===== src/rtl/axi_lite_arbiter_n_if.sv =====
// Bus bundle for the N-master AXI-Lite arbiter: packed per-master channels plus the single slave port.
// The arbiter takes the slave modport; the surrounding masters/slave drive the master modport.
interface axi_lite_arbiter_n_if #(
    parameter int unsigned NM = 2,
    parameter int unsigned AW = 32,
    parameter int unsigned DW = 32
);
    // Master side
    logic [NM-1:0]        m_arvalid;
    logic [NM-1:0]        m_arready;
    logic [NM*AW-1:0]     m_araddr;
    logic [NM-1:0]        m_rvalid;
    logic [NM-1:0]        m_rready;
    logic [DW-1:0]        m_rdata;
    logic                 m_rresp;
    logic [NM-1:0]        m_awvalid;
    logic [NM-1:0]        m_awready;
    logic [NM*AW-1:0]     m_awaddr;
    logic [NM-1:0]        m_wvalid;
    logic [NM-1:0]        m_wready;
    logic [NM*DW-1:0]     m_wdata;
    logic [NM*DW/8-1:0]   m_wstrb;
    logic [NM-1:0]        m_bvalid;
    logic [NM-1:0]        m_bready;
    logic                 m_bresp;

    // Slave side
    logic                 s_arvalid;
    logic                 s_arready;
    logic [AW-1:0]        s_araddr;
    logic                 s_rvalid;
    logic                 s_rready;
    logic [DW-1:0]        s_rdata;
    logic                 s_rresp;
    logic                 s_awvalid;
    logic                 s_awready;
    logic [AW-1:0]        s_awaddr;
    logic                 s_wvalid;
    logic                 s_wready;
    logic [DW-1:0]        s_wdata;
    logic [DW/8-1:0]      s_wstrb;
    logic                 s_bvalid;
    logic                 s_bready;
    logic                 s_bresp;

    modport slave (
        input  m_arvalid, m_araddr, m_rready, m_awvalid, m_awaddr, m_wvalid, m_wdata, m_wstrb,
        input  m_bready,
        input  s_arready, s_rvalid, s_rdata, s_rresp, s_awready, s_wready, s_bvalid, s_bresp,
        output m_arready, m_rvalid, m_rdata, m_rresp, m_awready, m_wready, m_bvalid, m_bresp,
        output s_arvalid, s_araddr, s_rready, s_awvalid, s_awaddr, s_wvalid, s_wdata, s_wstrb,
        output s_bready
    );

    modport master (
        output m_arvalid, m_araddr, m_rready, m_awvalid, m_awaddr, m_wvalid, m_wdata, m_wstrb,
        output m_bready,
        output s_arready, s_rvalid, s_rdata, s_rresp, s_awready, s_wready, s_bvalid, s_bresp,
        input  m_arready, m_rvalid, m_rdata, m_rresp, m_awready, m_wready, m_bvalid, m_bresp,
        input  s_arvalid, s_araddr, s_rready, s_awvalid, s_awaddr, s_wvalid, s_wdata, s_wstrb,
        input  s_bready
    );
endinterface


===== src/rtl/axi_lite_arbiter_n.sv =====
// N-master to one-slave AXI-Lite arbiter with independent read and write arbiters.
// Define AXI_ARB_ROUND_ROBIN_EN for round-robin; otherwise the lowest requesting index wins.
module axi_lite_arbiter_n #(
    parameter int unsigned NM = 2,
    parameter int unsigned AW = 32,
    parameter int unsigned DW = 32
) (
    input logic                 clk,
    input logic                 reset,
    axi_lite_arbiter_n_if.slave bus_io
);
    localparam int unsigned GW = (NM > 2) ? $clog2(NM) : 1;
    localparam int unsigned SW = DW / 8;

    typedef enum logic [1:0] {RdIdle, RdAddr, RdData} rd_state_e;
    typedef enum logic [1:0] {WrIdle, WrReq, WrResp} wr_state_e;

    rd_state_e     rd_state_q, rd_state_d;
    wr_state_e     wr_state_q, wr_state_d;
    logic [GW-1:0] rgnt_q, rgnt_d;
    logic [GW-1:0] wgnt_q, wgnt_d;
    logic          aw_done_q, aw_done_d;
    logic          w_done_q, w_done_d;
    logic [GW-1:0] rd_start, wr_start;
    logic [NM-1:0] wr_req;
    logic          aw_vld, w_vld, aw_hs, w_hs;

    // First requester at or after start, wrapping at NM-1.
    function automatic logic [GW-1:0] pick(input logic [NM-1:0] req, input logic [GW-1:0] start);
        logic [GW-1:0] win;
        logic          found;
        win   = '0;
        found = 1'b0;
        for (int unsigned i = 0; i < NM; i++) begin
            int unsigned idx;
            idx = (32'(start) + i) % NM;
            if (!found && req[idx]) begin
                win   = GW'(idx);
                found = 1'b1;
            end
        end
        return win;
    endfunction

    assign wr_req = bus_io.m_awvalid | bus_io.m_wvalid;

`ifdef AXI_ARB_ROUND_ROBIN_EN
    logic [GW-1:0] rd_ptr_q, rd_ptr_d, wr_ptr_q, wr_ptr_d;

    function automatic logic [GW-1:0] inc_idx(input logic [GW-1:0] g);
        return (g == GW'(NM - 1)) ? '0 : g + GW'(1);
    endfunction

    always_comb begin
        rd_ptr_d = rd_ptr_q;
        wr_ptr_d = wr_ptr_q;
        if (rd_state_q == RdData && bus_io.s_rvalid && bus_io.m_rready[rgnt_q]) begin
            rd_ptr_d = inc_idx(rgnt_q);
        end
        if (wr_state_q == WrResp && bus_io.s_bvalid && bus_io.m_bready[wgnt_q]) begin
            wr_ptr_d = inc_idx(wgnt_q);
        end
    end

    always_ff @(posedge clk) begin
        if (reset) begin
            rd_ptr_q <= '0;
            wr_ptr_q <= '0;
        end else begin
            rd_ptr_q <= rd_ptr_d;
            wr_ptr_q <= wr_ptr_d;
        end
    end

    assign rd_start = rd_ptr_q;
    assign wr_start = wr_ptr_q;
`else
    assign rd_start = '0;
    assign wr_start = '0;
`endif

    always_ff @(posedge clk) begin
        if (reset) begin
            rd_state_q <= RdIdle;
            wr_state_q <= WrIdle;
            rgnt_q     <= '0;
            wgnt_q     <= '0;
            aw_done_q  <= 1'b0;
            w_done_q   <= 1'b0;
        end else begin
            rd_state_q <= rd_state_d;
            wr_state_q <= wr_state_d;
            rgnt_q     <= rgnt_d;
            wgnt_q     <= wgnt_d;
            aw_done_q  <= aw_done_d;
            w_done_q   <= w_done_d;
        end
    end

    // Read arbiter
    always_comb begin
        rd_state_d       = rd_state_q;
        rgnt_d           = rgnt_q;
        bus_io.m_arready = '0;
        bus_io.m_rvalid  = '0;
        bus_io.s_arvalid = 1'b0;
        bus_io.s_rready  = 1'b0;
        case (rd_state_q)
            RdIdle: begin
                if (|bus_io.m_arvalid) begin
                    rgnt_d     = pick(bus_io.m_arvalid, rd_start);
                    rd_state_d = RdAddr;
                end
            end
            RdAddr: begin
                bus_io.s_arvalid         = bus_io.m_arvalid[rgnt_q];
                bus_io.m_arready[rgnt_q] = bus_io.s_arready;
                if (bus_io.m_arvalid[rgnt_q] && bus_io.s_arready) begin
                    rd_state_d = RdData;
                end
            end
            RdData: begin
                bus_io.m_rvalid[rgnt_q] = bus_io.s_rvalid;
                bus_io.s_rready         = bus_io.m_rready[rgnt_q];
                if (bus_io.s_rvalid && bus_io.m_rready[rgnt_q]) begin
                    rd_state_d = RdIdle;
                end
            end
            default: rd_state_d = RdIdle;
        endcase
    end

    // Write arbiter; AW and W may complete in either order, flags remember which is done.
    always_comb begin
        wr_state_d       = wr_state_q;
        wgnt_d           = wgnt_q;
        aw_done_d        = aw_done_q;
        w_done_d         = w_done_q;
        aw_vld           = 1'b0;
        w_vld            = 1'b0;
        aw_hs            = 1'b0;
        w_hs             = 1'b0;
        bus_io.m_awready = '0;
        bus_io.m_wready  = '0;
        bus_io.m_bvalid  = '0;
        bus_io.s_awvalid = 1'b0;
        bus_io.s_wvalid  = 1'b0;
        bus_io.s_bready  = 1'b0;
        case (wr_state_q)
            WrIdle: begin
                if (|wr_req) begin
                    wgnt_d     = pick(wr_req, wr_start);
                    wr_state_d = WrReq;
                end
            end
            WrReq: begin
                aw_vld                   = bus_io.m_awvalid[wgnt_q] && !aw_done_q;
                w_vld                    = bus_io.m_wvalid[wgnt_q] && !w_done_q;
                aw_hs                    = aw_vld && bus_io.s_awready;
                w_hs                     = w_vld && bus_io.s_wready;
                bus_io.s_awvalid         = aw_vld;
                bus_io.s_wvalid          = w_vld;
                bus_io.m_awready[wgnt_q] = bus_io.s_awready && !aw_done_q;
                bus_io.m_wready[wgnt_q]  = bus_io.s_wready && !w_done_q;
                aw_done_d                = aw_done_q | aw_hs;
                w_done_d                 = w_done_q | w_hs;
                if ((aw_done_q || aw_hs) && (w_done_q || w_hs)) begin
                    wr_state_d = WrResp;
                    aw_done_d  = 1'b0;
                    w_done_d   = 1'b0;
                end
            end
            WrResp: begin
                bus_io.m_bvalid[wgnt_q] = bus_io.s_bvalid;
                bus_io.s_bready         = bus_io.m_bready[wgnt_q];
                if (bus_io.s_bvalid && bus_io.m_bready[wgnt_q]) begin
                    wr_state_d = WrIdle;
                end
            end
            default: wr_state_d = WrIdle;
        endcase
    end

    // Slave payloads follow the registered grants only.
    always_comb begin
        bus_io.s_araddr = '0;
        bus_io.s_awaddr = '0;
        bus_io.s_wdata  = '0;
        bus_io.s_wstrb  = '0;
        for (int unsigned i = 0; i < NM; i++) begin
            if (rgnt_q == GW'(i)) begin
                bus_io.s_araddr = bus_io.m_araddr[i*AW +: AW];
            end
            if (wgnt_q == GW'(i)) begin
                bus_io.s_awaddr = bus_io.m_awaddr[i*AW +: AW];
                bus_io.s_wdata  = bus_io.m_wdata[i*DW +: DW];
                bus_io.s_wstrb  = bus_io.m_wstrb[i*SW +: SW];
            end
        end
    end

    assign bus_io.m_rdata = bus_io.s_rdata;
    assign bus_io.m_rresp = bus_io.s_rresp;
    assign bus_io.m_bresp = bus_io.s_bresp;

endmodule


===== src/flat_wrapper.sv =====
// flat-port wrapper written by rule: the top's interface ports become plain ports
module axi_lite_arbiter_n_flat 
#(
    parameter int unsigned NM = 2,
    parameter int unsigned AW = 32,
    parameter int unsigned DW = 32
)
  (clk, reset, bus_io_m_arvalid, bus_io_m_araddr, bus_io_m_rready, bus_io_m_awvalid, bus_io_m_awaddr, bus_io_m_wvalid, bus_io_m_wdata, bus_io_m_wstrb, bus_io_m_bready, bus_io_s_arready, bus_io_s_rvalid, bus_io_s_rdata, bus_io_s_rresp, bus_io_s_awready, bus_io_s_wready, bus_io_s_bvalid, bus_io_s_bresp, bus_io_m_arready, bus_io_m_rvalid, bus_io_m_rdata, bus_io_m_rresp, bus_io_m_awready, bus_io_m_wready, bus_io_m_bvalid, bus_io_m_bresp, bus_io_s_arvalid, bus_io_s_araddr, bus_io_s_rready, bus_io_s_awvalid, bus_io_s_awaddr, bus_io_s_wvalid, bus_io_s_wdata, bus_io_s_wstrb, bus_io_s_bready);
  axi_lite_arbiter_n_if #(.NM(NM), .AW(AW), .DW(DW)) bus_io_i ();
  input logic clk;
  input logic reset;
  input wire logic [$bits(bus_io_i.m_arvalid)-1:0] bus_io_m_arvalid;
  input wire logic [$bits(bus_io_i.m_araddr)-1:0] bus_io_m_araddr;
  input wire logic [$bits(bus_io_i.m_rready)-1:0] bus_io_m_rready;
  input wire logic [$bits(bus_io_i.m_awvalid)-1:0] bus_io_m_awvalid;
  input wire logic [$bits(bus_io_i.m_awaddr)-1:0] bus_io_m_awaddr;
  input wire logic [$bits(bus_io_i.m_wvalid)-1:0] bus_io_m_wvalid;
  input wire logic [$bits(bus_io_i.m_wdata)-1:0] bus_io_m_wdata;
  input wire logic [$bits(bus_io_i.m_wstrb)-1:0] bus_io_m_wstrb;
  input wire logic [$bits(bus_io_i.m_bready)-1:0] bus_io_m_bready;
  input wire logic [$bits(bus_io_i.s_arready)-1:0] bus_io_s_arready;
  input wire logic [$bits(bus_io_i.s_rvalid)-1:0] bus_io_s_rvalid;
  input wire logic [$bits(bus_io_i.s_rdata)-1:0] bus_io_s_rdata;
  input wire logic [$bits(bus_io_i.s_rresp)-1:0] bus_io_s_rresp;
  input wire logic [$bits(bus_io_i.s_awready)-1:0] bus_io_s_awready;
  input wire logic [$bits(bus_io_i.s_wready)-1:0] bus_io_s_wready;
  input wire logic [$bits(bus_io_i.s_bvalid)-1:0] bus_io_s_bvalid;
  input wire logic [$bits(bus_io_i.s_bresp)-1:0] bus_io_s_bresp;
  output wire logic [$bits(bus_io_i.m_arready)-1:0] bus_io_m_arready;
  output wire logic [$bits(bus_io_i.m_rvalid)-1:0] bus_io_m_rvalid;
  output wire logic [$bits(bus_io_i.m_rdata)-1:0] bus_io_m_rdata;
  output wire logic [$bits(bus_io_i.m_rresp)-1:0] bus_io_m_rresp;
  output wire logic [$bits(bus_io_i.m_awready)-1:0] bus_io_m_awready;
  output wire logic [$bits(bus_io_i.m_wready)-1:0] bus_io_m_wready;
  output wire logic [$bits(bus_io_i.m_bvalid)-1:0] bus_io_m_bvalid;
  output wire logic [$bits(bus_io_i.m_bresp)-1:0] bus_io_m_bresp;
  output wire logic [$bits(bus_io_i.s_arvalid)-1:0] bus_io_s_arvalid;
  output wire logic [$bits(bus_io_i.s_araddr)-1:0] bus_io_s_araddr;
  output wire logic [$bits(bus_io_i.s_rready)-1:0] bus_io_s_rready;
  output wire logic [$bits(bus_io_i.s_awvalid)-1:0] bus_io_s_awvalid;
  output wire logic [$bits(bus_io_i.s_awaddr)-1:0] bus_io_s_awaddr;
  output wire logic [$bits(bus_io_i.s_wvalid)-1:0] bus_io_s_wvalid;
  output wire logic [$bits(bus_io_i.s_wdata)-1:0] bus_io_s_wdata;
  output wire logic [$bits(bus_io_i.s_wstrb)-1:0] bus_io_s_wstrb;
  output wire logic [$bits(bus_io_i.s_bready)-1:0] bus_io_s_bready;
  assign bus_io_i.m_arvalid = bus_io_m_arvalid;
  assign bus_io_i.m_araddr = bus_io_m_araddr;
  assign bus_io_i.m_rready = bus_io_m_rready;
  assign bus_io_i.m_awvalid = bus_io_m_awvalid;
  assign bus_io_i.m_awaddr = bus_io_m_awaddr;
  assign bus_io_i.m_wvalid = bus_io_m_wvalid;
  assign bus_io_i.m_wdata = bus_io_m_wdata;
  assign bus_io_i.m_wstrb = bus_io_m_wstrb;
  assign bus_io_i.m_bready = bus_io_m_bready;
  assign bus_io_i.s_arready = bus_io_s_arready;
  assign bus_io_i.s_rvalid = bus_io_s_rvalid;
  assign bus_io_i.s_rdata = bus_io_s_rdata;
  assign bus_io_i.s_rresp = bus_io_s_rresp;
  assign bus_io_i.s_awready = bus_io_s_awready;
  assign bus_io_i.s_wready = bus_io_s_wready;
  assign bus_io_i.s_bvalid = bus_io_s_bvalid;
  assign bus_io_i.s_bresp = bus_io_s_bresp;
  assign bus_io_m_arready = bus_io_i.m_arready;
  assign bus_io_m_rvalid = bus_io_i.m_rvalid;
  assign bus_io_m_rdata = bus_io_i.m_rdata;
  assign bus_io_m_rresp = bus_io_i.m_rresp;
  assign bus_io_m_awready = bus_io_i.m_awready;
  assign bus_io_m_wready = bus_io_i.m_wready;
  assign bus_io_m_bvalid = bus_io_i.m_bvalid;
  assign bus_io_m_bresp = bus_io_i.m_bresp;
  assign bus_io_s_arvalid = bus_io_i.s_arvalid;
  assign bus_io_s_araddr = bus_io_i.s_araddr;
  assign bus_io_s_rready = bus_io_i.s_rready;
  assign bus_io_s_awvalid = bus_io_i.s_awvalid;
  assign bus_io_s_awaddr = bus_io_i.s_awaddr;
  assign bus_io_s_wvalid = bus_io_i.s_wvalid;
  assign bus_io_s_wdata = bus_io_i.s_wdata;
  assign bus_io_s_wstrb = bus_io_i.s_wstrb;
  assign bus_io_s_bready = bus_io_i.s_bready;
  axi_lite_arbiter_n #(.NM(NM), .AW(AW), .DW(DW)) u_core (.clk(clk), .reset(reset), .bus_io(bus_io_i));
endmodule

===== config.mk =====
export PLATFORM = sky130hd
export DESIGN_NAME = axi_lite_arbiter_n_flat
export DESIGN_NICKNAME = d
export VERILOG_FILES = /design/src/rtl/axi_lite_arbiter_n_if.sv /design/src/rtl/axi_lite_arbiter_n.sv /design/src/flat_wrapper.sv
export SDC_FILE = /design/constraint.sdc
export NUM_CORES = 1
export LEC_CHECK = 0
export ABC_AREA = 1
export BUFFER_PORTS_ARGS = -buffer_cell sky130_fd_sc_hd__buf_4
export CAP_MARGIN = 20
export CORE_AREA = 8 8 149 151
export CTS_BUF_LIST = sky130_fd_sc_hd__clkbuf_4 sky130_fd_sc_hd__clkbuf_8
export CTS_CLUSTER_SIZE = 28
export DETAILED_ROUTE_END_ITERATION = 12
export DIE_AREA = 0 0 157 159
export GPL_TIMING_DRIVEN = 0
export SYNTH_ARGS = -nofsm -noshare
export SYNTH_HDL_FRONTEND = slang
export SYNTH_SLANG_ARGS = --single-unit

===== constraint.sdc =====
create_clock -name clk -period 1.2 [get_ports clk]
set_clock_uncertainty 0.2 [all_clocks]
set_input_delay 0.06 -clock clk [delete_from_list [all_inputs] [get_ports clk]]
set_output_delay 0.06 -clock clk [all_outputs]
set_load 0.05 [all_outputs]

# == Yosys cells after proc, flatten, opt, wreduce, memory -nomap -nowiden ==
# Index checks and enable logic that the tools add are counted.
# totals
reg_bits,8
input_bits,251
out_inout_bits,149
elab_cells,102
# classes
n_lt_le_gt_ge,4
eq_ne,10
mux,46
n_bitwise,8
reduce_logical,28
# op_table
op,n
$mux W32,3
$mux W1,27
$mux W2,11
$logic_and A1 B1 Y1,14
$ne A2 B1 Y1 const B,6
$pmux W2 S3,2
$and A2 B2 Y2,5
$reduce_and A3 Y1,2
$eq A2 B1 Y1 const B,2
$eq A2 B2 Y1 const B,2
$logic_not A1 Y1,4
$logic_not A2 Y1,2
$lt A1 B2 Y1 const B,2
$mux W4,1
$reduce_and A2 Y1,2
$reduce_or A2 Y1,2
$demux W1 S1,2
$ge A1 B1 Y1 const B,2
$logic_or A1 B1 Y1,2
$or A1 B1 Y1,2
$or A2 B2 Y2,1

# == Depth between registers and ports, before layout ==
# depth
word_depth,8
mapped_depth,10
mapped_depth_nobuf,9

# == Worst setup path after synthesis ==
# No wires, ideal clock.
# synth_path
path_kind,flip-flop to output port
startpoint,register u_core.wgnt_q
endpoint,output bus_io_m_bvalid[1]
arrival_time_ns,1.818
path_slack_ns,-0.878
path_stages_with_launch,5
cell_sequence,dfxtp_1 > inv_2 > buf_6 > clkbuf_1 > nor3_1
# synth_via
elab_chain_cells,6
elab_cells_between_ends,7
# synth_rtl
element,line,source
"start, declared",axi_lite_arbiter_n.sv:21,"logic [GW-1:0] wgnt_q, wgnt_d;"
"start signal, assigned",axi_lite_arbiter_n.sv:94,wgnt_q <= wgnt_d;
$lt A1 B2 Y1 (not written as such) / $ge A1 B1 Y1 (equally long branches),axi_lite_arbiter_n.sv:174,bus_io.m_bvalid[wgnt_q] = bus_io.s_bvalid;
$logic_and A1 B1 Y1 (not written as such),axi_lite_arbiter_n.sv:174,
$mux W1 (not written as such),axi_lite_arbiter_n.sv:174,
$demux W1 S1 (*),n/a,
$and A2 B2 Y2 (no source line) (*),n/a,
$mux W2 (*),axi_lite_arbiter_n.sv:149,case (wr_state_q)
"end, declared",flat_wrapper.sv:35,output wire logic [$bits(bus_io_i.m_bvalid)-1:0] bus_io_m_bvalid;
# Every way passes the cells marked *; elsewhere a longest branch is shown, timed or not.

# == Worst setup path after layout ==
# layout_path
startpoint,register u_core.rgnt_q
endpoint,output bus_io_s_araddr[13]
# layout_via
elab_chain_cells,1
# layout_rtl
element,line,source
"start, declared",axi_lite_arbiter_n.sv:20,"logic [GW-1:0] rgnt_q, rgnt_d;"
"start signal, assigned",axi_lite_arbiter_n.sv:93,rgnt_q <= rgnt_d;
$mux W32,axi_lite_arbiter_n.sv:191,if (rgnt_q == GW'(i)) begin
"end, declared",flat_wrapper.sv:38,output wire logic [$bits(bus_io_i.s_araddr)-1:0] bus_io_s_araddr;
# No other way between the ends.

==> summary.md <==
| Metric | Value |
|---|---|
| Core Box Area | `19,800 um2` |
| Global Route Usage Sum | `0.127` |
| Filler cell count in the final layout | `1,908` |
| Hold Startpoint | `bus_io_m_wvalid[0]` |
| Maxcap violations | `0` |
| Starting Density | `0.104` |
| Synth Warn # | `0` |
| Initial antenna violation count | `0` |
| Largest net degree at the start of global routing | `11` |
| Drc violations | `0` |
| Slew Limit Fails | `0` |
| FMAX | `642 MHz` |
| Most common cell after layout, fill and taps aside | `buf_4` |
| Wirelength per Cell | `16.6 um` |
| Worst setup EP type | `primary output` |
| Startpoint types | `flip-flop` |
| Pleak | `4.08 nW` |
| FF-to-FF setup slack | `-300 ps` |
| Top post-synthesis cells by area | `nand2_1, buf_4, dfxtp_1` |
| Worst-skew pair later-pin latency | `230 ps` |
| Util after Layout | `0.407` |
| Final setup margin | `-358 ps` |
| Share of cells above drive strength 1 | `0.805` |
| Hpwl dp | `14,700 um` |
| Tmin final | `1560 ps` |
| RSZ-0062 raised after global routing | `true` |
| Worst VDD drop | `0.470 mV` |
| Die Wd | `157 um` |
| Library cells used by synthesis | `21` |
| R2R cell count | `11` |
| Failing checks | `hold timing, setup timing` |
| Site Rows | `52` |
| Worst r2r src | `u_core.wgnt_q` |
| Layout Nets | `1,113` |
| Worst-Margin Slew | `332 ps` |
| Final Setup Violations | `123` |
| Die Span Y | `159 um` |
| Grt ovf | `0` |
| Post-synthesis sequential area ratio | `0.0779` |
| Register Area | `181 um2` |
| Post-synth top area share | `0.590` |
| Post-synthesis instance total | `457` |
| Worst r2r dst | `u_core.wr_state_q[1]` |
| CP Max Fanout | `5` |
| Run status | `finished, violations left` |
| CTS H-tree lvls | `1` |
| Total number of vias | `4,345` |
| Dpl cell area | `5880 um2` |
| Layout area overhead | `293%` |
| Drt via density | `3.85` |
| Synth Cell Area | `2060 um2` |
| Pwr Density | `1020 nW/um2` |
| Most frequent cells in the layout | `buf_4, nand2_1, nand2_4` |
| Total CTS buffers | `3` |
| Worst hold path stage count | `3` |
| Tot Pwr | `8.28 mW` |
| Vias in the first global route | `4,610` |
| Fin crit share | `1.30` |
| Routability Congestion | `0.826` |
| Footprint of the multi-input gates | `2760 um2` |
| CTS tree | `yes` |
| CTS root buf | `clkbuf_8` |
| Rel. slew slack | `0.778` |
| Deepest clock path buffer count | `2` |
| Syn nets | `708` |
| WP data arrival | `1300 ps` |
| WP data required | `940 ps` |
| Register bit total from synthesis | `8` |
| Hold WC Path Type | `in -> reg` |
| Total inserted antenna cells | `0` |
| TritonRoute pass-1 iters | `6` |
| DP Cell Count | `1,092` |
| Syn_area_per_cell | `4.50 um2` |
| Initial DRC Count | `93` |
| Global-route wire length before repair | `25,000 um` |
| Count of hold buffers inserted by post-cts repair | `5` |
| Final hold slack | `-50.3 ps` |
| Number of port buffers | `365` |
| Ports | `400` |
| Cell area after layout | `8080 um2` |
| Setup Crit Path Kind | `reg -> out` |
| Leading area contributor after synthesis | `nand2_1` |
| Antenna Nets Post-Route | `0` |
| Die area | `25,000 um2` |
| Sink Count | `8` |
| Reg clk slew, reported paths | `40 ps` |
| Post-Route WL | `18,700 um` |
| Hold Path Sink | `u_core.wgnt_q` |
| Hold Vio Cnt, Final | `1` |
| Fin cells | `1,130` |
power by group:
group          internal (mW)  switching [mW]
clock network          0.219           0.118
registers              0.313          0.0641
logic                   3.27            4.30
total                   3.80            4.48
synthesized netlist by cell type (all sizes together):
master	n
nor3	11
o21ai	9
a221oi	1
inv	17
clkbuf	10
nor2	15
buf	47
or2	1
nand3	5
nand3b	1
a21oi	6
nand2	324
a211oi	1
clkinv	1
dfxtp	8
timing repair:
| item | CTS | global route |
|---|---|---|
| setup buffers | 11 | 7 |
| resized for setup | 306 | 152 |
| hold endpoints to repair | 5 | 1 |
| endpoints found under the setup margin | 122 | 122 |
| pin swaps | 24 | 34 |
| cloned | 2 | 10 |
per-layer routing:
layer,global-route usage,up-vias,part of all wire
li1,-,2152,-
met1,0.118,1927,0.32
met2,0.253,248,0.55
met3,0.0554,18,0.12
met4,0.0122,0,0.016
met5,0,-,0
kinds of logic after synthesis:
family | Yosys count | synth area share
flops | 8 | 0.0779
compound gates | 17 | 0.0463
simple gates | 357 | 0.666
buf+inv | 75 | 0.210
worst max-delay path: stages (launching register included):
cell and delay, ps:
dfxtp_4 380, buf_12 170, clkinv_16 80, clkbuf_16 160, nand2_2 70, nand2_4 50, buf_6 150
registers in the layout (all words and copies together) (netlist names):
signal	cells
u_core.aw_done_q	1
u_core.rgnt_q	1
u_core.wr_state_q	2
u_core.wgnt_q	1
u_core.w_done_q	1
u_core.rd_state_q	2
worst max-delay path by stage:
stage                     depth (start not counted)           from                  end  slack (ps)
after global routing                              6  u_core.rgnt_q  bus_io_s_araddr[13]        -400
after floorplan                                   4  u_core.wgnt_q   bus_io_m_wready[1]        -160
after detailed placement                          6  u_core.wgnt_q  bus_io_s_awaddr[15]        -450
final                                             6  u_core.rgnt_q  bus_io_s_araddr[13]        -360
after global placement                            6  u_core.wgnt_q  bus_io_s_awaddr[15]        -460
after CTS                                         6  u_core.wgnt_q    bus_io_s_wstrb[2]        -360
through the flow:
stage / setup TNS [ps] / worst slack [ps]
finish: -37460 / -358
global route: -43660 / -402
floorplan: -7580 / -165
global placement: -32720 / -464
CTS: -37080 / -357
detailed placement: -33720 / -450
cell type report:
| type | count | share of cell area |
|---|---|---|
| buffer | 57 | 0.0806 |
| sequential | 8 | 0.0224 |
| inverter | 18 | 0.0138 |
| multi-input combinational | 374 | 0.342 |
| timing repair buffer | 399 | 0.493 |
| clock buffer | 3 | 0.00511 |
| timing repair inverter | 1 | 0.00139 |
| tap | 270 | 0.0418 |
Note: power is estimated with default switching activity, not from simulation.
